<file path="src/rtl/freq_meter_pkg.sv">
// freq_meter_pkg
//
// Shared types and constants for the gated edge-counting frequency meter.
//   freq_meter_state_t : measurement FSM states (ALIGN, MEASURE)
//   FILTER_LEN         : consecutive equal synchronized samples the optional
//                        glitch filter (FREQ_METER_GLITCH_FILTER_EN) needs
//                        before it moves its filtered level

package freq_meter_pkg;

   typedef enum logic {
      ALIGN   = 1'b0,
      MEASURE = 1'b1
   } freq_meter_state_t;

   localparam int FILTER_LEN = 3;

endpackage

</file>
<file path="src/rtl/sync_edge_detect.sv">
// sync_edge_detect
//
// Brings an asynchronous signal into the clock domain and emits a one-cycle
// pulse for each rising edge of the (optionally filtered) synchronized level.
//
// Parameters:
//   SYNC_STAGES : synchronizer flip-flop stages (>= 2)
// Ports:
//   clock      : rising-edge clock
//   reset_n    : asynchronous active-low reset
//   signal_in  : asynchronous input under measurement
//   edge_pulse : high for one cycle per detected rising edge
//
// Build option:
//   FREQ_METER_GLITCH_FILTER_EN : when defined, the synchronized level must be
//   stable for FILTER_LEN consecutive samples before the level used for edge
//   detection follows it, rejecting shorter pulses.

module sync_edge_detect
   import freq_meter_pkg::*;
#(
   parameter int SYNC_STAGES = 2
) (
   input  logic clock,
   input  logic reset_n,
   input  logic signal_in,
   output logic edge_pulse
);

   logic [SYNC_STAGES-1:0] sync_q;
   logic                   sync_level;
   logic                   level;
   logic                   level_prev_q;

   // Plain shift-register synchronizer; bit 0 is the metastability-exposed
   // stage, the top bit is the first one safe to use.
   always_ff @(posedge clock or negedge reset_n) begin
      if (!reset_n) begin
         sync_q <= '0;
      end else begin
         sync_q <= {sync_q[SYNC_STAGES-2:0], signal_in};
      end
   end

   assign sync_level = sync_q[SYNC_STAGES-1];

`ifdef FREQ_METER_GLITCH_FILTER_EN
   logic [FILTER_LEN-2:0] hist_q;
   logic                  filt_q;
   logic                  run_equal;

   // The current synchronized sample plus FILTER_LEN-1 previous samples
   // form the run; the filtered level only moves when the whole run agrees.
   always_comb begin
      run_equal = 1'b1;
      for (int i = 0; i < FILTER_LEN - 1; i++) begin
         if (hist_q[i] != sync_level) begin
            run_equal = 1'b0;
         end
      end
   end

   // Sample history and the filtered level itself.
   always_ff @(posedge clock or negedge reset_n) begin
      if (!reset_n) begin
         hist_q <= '0;
         filt_q <= 1'b0;
      end else begin
         hist_q[0] <= sync_level;
         for (int i = 1; i < FILTER_LEN - 1; i++) begin
            hist_q[i] <= hist_q[i-1];
         end
         if (run_equal) begin
            filt_q <= sync_level;
         end
      end
   end

   assign level = filt_q;
`else
   assign level = sync_level;
`endif

   // One register of history turns a level rise into a single-cycle pulse.
   always_ff @(posedge clock or negedge reset_n) begin
      if (!reset_n) begin
         level_prev_q <= 1'b0;
      end else begin
         level_prev_q <= level;
      end
   end

   assign edge_pulse = level & ~level_prev_q;

endmodule

</file>
<file path="src/rtl/freq_meter.sv">
// freq_meter
//
// Gated edge-counting frequency meter. Rising edges of signal_in are counted
// over a window of GATE_TICKS timebase strobes; each completed window is
// presented through a valid/ready result port. Windows run back to back.
//
// Parameters:
//   GATE_TICKS  : tick strobes per measurement window (>= 1)
//   COUNT_WIDTH : width of the edge count and result
//   SYNC_STAGES : input synchronizer stages (>= 2)
// Ports:
//   clock        : rising-edge clock
//   reset_n      : asynchronous active-low reset
//   enable       : measurement enable; low holds the meter in ALIGN
//   tick         : one-cycle timebase strobe
//   signal_in    : asynchronous signal under measurement
//   result       : edge count of the last completed window
//   overflow     : edge count saturated during that window
//   overrun      : previous result was overwritten before being accepted
//   result_valid : result/overflow/overrun are valid
//   result_ready : consumer accepts the result
//
// Build option:
//   FREQ_METER_GLITCH_FILTER_EN : enables the input glitch filter inside
//   sync_edge_detect (adds FILTER_LEN clocks of input latency).

module freq_meter
   import freq_meter_pkg::*;
#(
   parameter int GATE_TICKS  = 1000,
   parameter int COUNT_WIDTH = 16,
   parameter int SYNC_STAGES = 2
) (
   input  logic                   clock,
   input  logic                   reset_n,
   input  logic                   enable,
   input  logic                   tick,
   input  logic                   signal_in,
   output logic [COUNT_WIDTH-1:0] result,
   output logic                   overflow,
   output logic                   overrun,
   output logic                   result_valid,
   input  logic                   result_ready
);

   localparam int TICK_W = (GATE_TICKS > 1) ? $clog2(GATE_TICKS) : 1;
   localparam logic [TICK_W-1:0]      TICK_LAST = TICK_W'(GATE_TICKS - 1);
   localparam logic [COUNT_WIDTH-1:0] COUNT_MAX = '1;

   freq_meter_state_t      state_q;
   freq_meter_state_t      state_d;
   logic [TICK_W-1:0]      tick_cnt_q;
   logic [COUNT_WIDTH-1:0] edge_cnt_q;
   logic                   ovf_flag_q;

   logic                   edge_pulse;
   logic                   edge_inc;
   logic                   window_close;
   logic                   edge_at_max;
   logic [COUNT_WIDTH-1:0] edge_cnt_next;
   logic                   ovf_next;

   sync_edge_detect #(
      .SYNC_STAGES(SYNC_STAGES)
   ) u_sync_edge_detect (
      .clock     (clock),
      .reset_n   (reset_n),
      .signal_in (signal_in),
      .edge_pulse(edge_pulse)
   );

   // FSM state register.
   always_ff @(posedge clock or negedge reset_n) begin
      if (!reset_n) begin
         state_q <= ALIGN;
      end else begin
         state_q <= state_d;
      end
   end

   // Next state plus the per-cycle counting decisions. Edges are only counted
   // while already measuring, so an edge in the ALIGN->MEASURE cycle is
   // dropped, while an edge in the closing-tick cycle belongs to the window
   // that closes. Dropping enable aborts even a closing tick.
   always_comb begin
      state_d      = state_q;
      edge_inc     = 1'b0;
      window_close = 1'b0;
      unique case (state_q)
         ALIGN: begin
            if (enable && tick) begin
               state_d = MEASURE;
            end
         end
         MEASURE: begin
            if (!enable) begin
               state_d = ALIGN;
            end else begin
               edge_inc     = edge_pulse;
               window_close = tick && (tick_cnt_q == TICK_LAST);
            end
         end
         default: begin
            state_d = ALIGN;
         end
      endcase
   end

   // Saturating edge count and sticky overflow as they would be after this
   // cycle; the closing window latches these directly.
   always_comb begin
      edge_at_max   = (edge_cnt_q == COUNT_MAX);
      edge_cnt_next = edge_cnt_q;
      ovf_next      = ovf_flag_q;
      if (edge_inc) begin
         if (edge_at_max) begin
            ovf_next = 1'b1;
         end else begin
            edge_cnt_next = edge_cnt_q + COUNT_WIDTH'(1);
         end
      end
   end

   // Window counters. They sit at zero outside MEASURE and restart at zero
   // the cycle a window closes, so the next window has no gap.
   always_ff @(posedge clock or negedge reset_n) begin
      if (!reset_n) begin
         tick_cnt_q <= '0;
         edge_cnt_q <= '0;
         ovf_flag_q <= 1'b0;
      end else if (state_q != MEASURE || !enable || window_close) begin
         tick_cnt_q <= '0;
         edge_cnt_q <= '0;
         ovf_flag_q <= 1'b0;
      end else begin
         edge_cnt_q <= edge_cnt_next;
         ovf_flag_q <= ovf_next;
         if (tick) begin
            tick_cnt_q <= tick_cnt_q + TICK_W'(1);
         end
      end
   end

   // Result registers and handshake. A closing window always loads a fresh
   // result; overrun records whether the one it replaces was still pending
   // (not accepted in this same cycle). Acceptance only clears valid.
   always_ff @(posedge clock or negedge reset_n) begin
      if (!reset_n) begin
         result       <= '0;
         overflow     <= 1'b0;
         overrun      <= 1'b0;
         result_valid <= 1'b0;
      end else if (window_close) begin
         result       <= edge_cnt_next;
         overflow     <= ovf_next;
         overrun      <= result_valid && !result_ready;
         result_valid <= 1'b1;
      end else if (result_valid && result_ready) begin
         result_valid <= 1'b0;
      end
   end

endmodule

</file>
<file path="config.mk">
export PLATFORM = sky130hd
export DESIGN_NAME = freq_meter
export DESIGN_NICKNAME = d
export VERILOG_FILES = /design/src/rtl/freq_meter_pkg.sv /design/src/rtl/sync_edge_detect.sv /design/src/rtl/freq_meter.sv
export SDC_FILE = /design/constraint.sdc
export NUM_CORES = 1
export LEC_CHECK = 0
export BUFFER_PORTS_ARGS = -buffer_cell sky130_fd_sc_hd__buf_4
export CELL_PAD_IN_SITES_DETAIL_PLACEMENT = 2
export CELL_PAD_IN_SITES_GLOBAL_PLACEMENT = 2
export CORE_MARGIN = 4
export CORE_UTILIZATION = 37
export DETAILED_ROUTE_END_ITERATION = 16
export PLACE_DENSITY = 0.76
export SKIP_CTS_REPAIR_TIMING = 1
export SYNTH_ARGS = -nofsm -noshare
export SYNTH_HDL_FRONTEND = slang
export SYNTH_HIERARCHICAL = 1
export SYNTH_SLANG_ARGS = --single-unit
export TNS_END_PERCENT = 20
</file>
<file path="constraint.sdc">
create_clock -name clock -period 2.2 [get_ports clock]
set_input_delay 0.66 -clock clock [delete_from_list [all_inputs] [get_ports clock]]
set_output_delay 0.66 -clock clock [all_outputs]
set_load 0.005 [all_outputs]
</file>
==> results_dict.tcl <==
set metrics [dict create \
    hold_viol 0 \
    initial_utilization_pct 38.75 \
    cap_violations 0 \
    clk_path_buf_depth 2 \
    fin_cells 340 \
    num_antenna_cells 0 \
    ys_types 41 \
    async_flop_share_pct 100.0 \
    drtPass1Iterations 4 \
    dp_hpwl_um 4668 \
    core_um2 6026 \
    ios 25 \
    clock.fmax_mhz 503.6 \
    fin_worst_skew_ns 0.006306 \
    critPathKind "reg -> reg" \
    row_count 28 \
    fin_crit_ns 1.986 \
    track_usage_pct 18.14 \
    critPathLaunchType "flop" \
    routed_via_density 5.756 \
    layout-drive-gt1-share_pct 18.11 \
    overflow 0 \
    cts_root_buffer "clkbuf_8" \
    cp.required_ns 2.43 \
    grt_pass1_vias 2071 \
    period_share_pct 90.26 \
    cp_cell_sequence "nor2b_4, nand4_1, or4_1, or3_1, a41oi_2" \
    slew_headroom_pct 56.54 \
    synth_top_cell_by_area "dfrtp_1" \
    setup_tns_ns 0 \
    crit_path_end_kind "flop" \
    wire_per_inst_um 18.70 \
    hold-worst-slack_ns 0.3617 \
    outcome "complete, no violations" \
    drc 0 \
    fin_nets 272 \
    h-tree-depth 2 \
    syn_inst 234 \
    hold_class "in -> async" \
    clk_latency_ns 0.30 \
    max_slew.worst_pin.slew_ns 0.6519 \
    crit_start "u_sync_edge_detect/level_prev_q" \
    drt-initial-drc-count 101 \
    synth_top_area_share_pct 53.59 \
    max_stage_delay_ns 0.58 \
    grt_pass1_wl_um 10780 \
    wl_um 6358 \
    synthFlopType "dfrtp_1" \
    slowest_stage "or4_1" \
    ir_drop_mv 0.2393 \
    cp_data_arrival_time_ns 2.22 \
    synth.avg_cell_area_um2 9.978 \
    critPathMaxFanout 6 \
    cts.reportedPaths.clkPinSlew_ns 0.09 \
    r2r_start "u_sync_edge_detect/level_prev_q" \
    yosys_register_bits 50 \
    final_max_slew_viol_count 0 \
    synth_fp_nets 242 \
    area_growth_pct 17.90 \
    ant_nets 0 \
    cts_tree "done" \
    antenna_found_initial 0 \
    dpl.cell_count 332 \
    seq_area_frac_synth_pct 53.59 \
    power_density_nw_per_um2 560.6 \
    grt_max_degree 51 \
    cp_num_buf_inv 0 \
    via_count 1957 \
    syn-cell-area_um2 2335 \
    synth_edf_count 0 \
    place.port_buffers 24 \
    rsz0062_at_grt "no" \
    numCtsBuffers 5 \
    dieArea_um2 7645 \
    cts_num_sinks 50 \
    synthTopCellsByCount "dfrtp_1, nor2_1, nand2_1" \
    p_leak_nw 1.168 \
    die_x_um 87.44 \
    ys_top_cells_by_area "dfrtp_1, nor2_1, nand4_1, nand3_1, nand2_1" \
    die_h_um 87.44 \
    setup_violations 0 \
    total_power_mw 1.543 \
    globalplace.congestion 0.7500 \
    critPathTopFamily "simple AND/OR/NAND/NOR gates" \
    synth.most_common_cell "dfrtp_1" \
    synth_warnings 6 \
]
cells in the final DEF (no fill, tap or decap), types with 2 or more instances in the layout:
cell type | netlist | routed
nand3_1 | 13 | 13
o21ai_1 | 7 | 7
mux2i_1 | 2 | 2
nand2b_1 | 2 | 2
o31ai_1 | 4 | 4
a31oi_1 | 10 | 10
or4_1 | 4 | 4
dfrtp_1 | 50 | 50
nand4_1 | 11 | 11
clkbuf_8 | 0 | 6
nor4_1 | 3 | 3
and3_1 | 4 | 4
o311ai_0 | 2 | 2
nand2_1 | 17 | 17
buf_4 | 0 | 34
nor3_1 | 7 | 6
a21oi_1 | 11 | 11
o21ai_0 | 7 | 7
a21o_1 | 3 | 3
ha_1 | 2 | 2
or3_1 | 7 | 7
nor2_1 | 28 | 28
a41oi_1 | 2 | 2
xor2_1 | 5 | 5
xnor2_1 | 5 | 5
metal layers:
metal  global-route usage [%]  vias up  share of wire, %
met2                    31.64       32                51
met3                    3.122        5               3.6
met1                    23.54      995                44
met4                    3.766        0              0.80
met5                        0        -                 0
li1                         -      925                 -
metrics by stage:
stage	utilization [%]	worst slack (ns)	instance area, um^2
after floorplan	-	0.1815	2335
after global placement	44.17	0.1775	2661
after detailed placement	44.17	0.07495	2661
after CTS	45.68	0.2037	2753
after global routing	45.68	0.08742	2753
final	45.68	0.2143	2753
report_power, final:
part	total (mW)	switching [mW]	internal, mW	leakage, nW
clock network	0.562	0.307	0.255	0.0482
logic	0.0533	0.0383	0.0150	0.430
registers	0.928	0.00493	0.923	0.690
total	1.54	0.350	1.19	1.17
flip-flops by register name, indices dropped and copies added (netlist names):
signal and cells:
result_valid 1, state_q 1, edge_cnt_q 16, u_sync_edge_detect/level_prev_q 1, overflow 1, tick_cnt_q 10
u_sync_edge_detect/sync_q 2, overrun 1, ovf_flag_q 1, result 16
area by class of cell:
| type | count | area (um^2) |
|---|---|---|
| Clock buffer | 7 | 86.33 |
| Sequential cell | 50 | 1251 |
| Tap cell | 75 | 93.84 |
| Multi-Input combinational cell | 172 | 1041 |
| Fill cell | 669 | 3273 |
| Timing Repair Buffer | 35 | 275.3 |
| Clock inverter | 1 | 5.005 |
kinds of logic after synthesis:
logic type	count (synthesis)	synth area share (%)
simple gates	107	24.87
compound gates	51	13.83
flops	50	53.59
buf+inv	12	2.037
xor+xnor	10	3.751
mux	2	0.8575
fa+ha+maj	2	1.072
worst reg2reg max path, delay by kind of cell, from the launching register on:
| family | cells | cell delay, ns |
|---|---|---|
| simple gates | 4 | 1.33 |
| flops | 1 | 0.40 |
| compound gates | 1 | 0.18 |
worst paths after layout:
kind,end,slack (ns),cells after the start
max in group asynchronous,result[9],1.38,1
setup reg to reg,result[15],0.21,5
setup / recovery,result[15],0.21,5
hold reg to reg,u_sync_edge_detect/sync_q[1],0.36,0
hold / removal,overrun,0.36,1
min in group clock,u_sync_edge_detect/sync_q[1],0.36,0
Power figures use the tool's default switching activity.
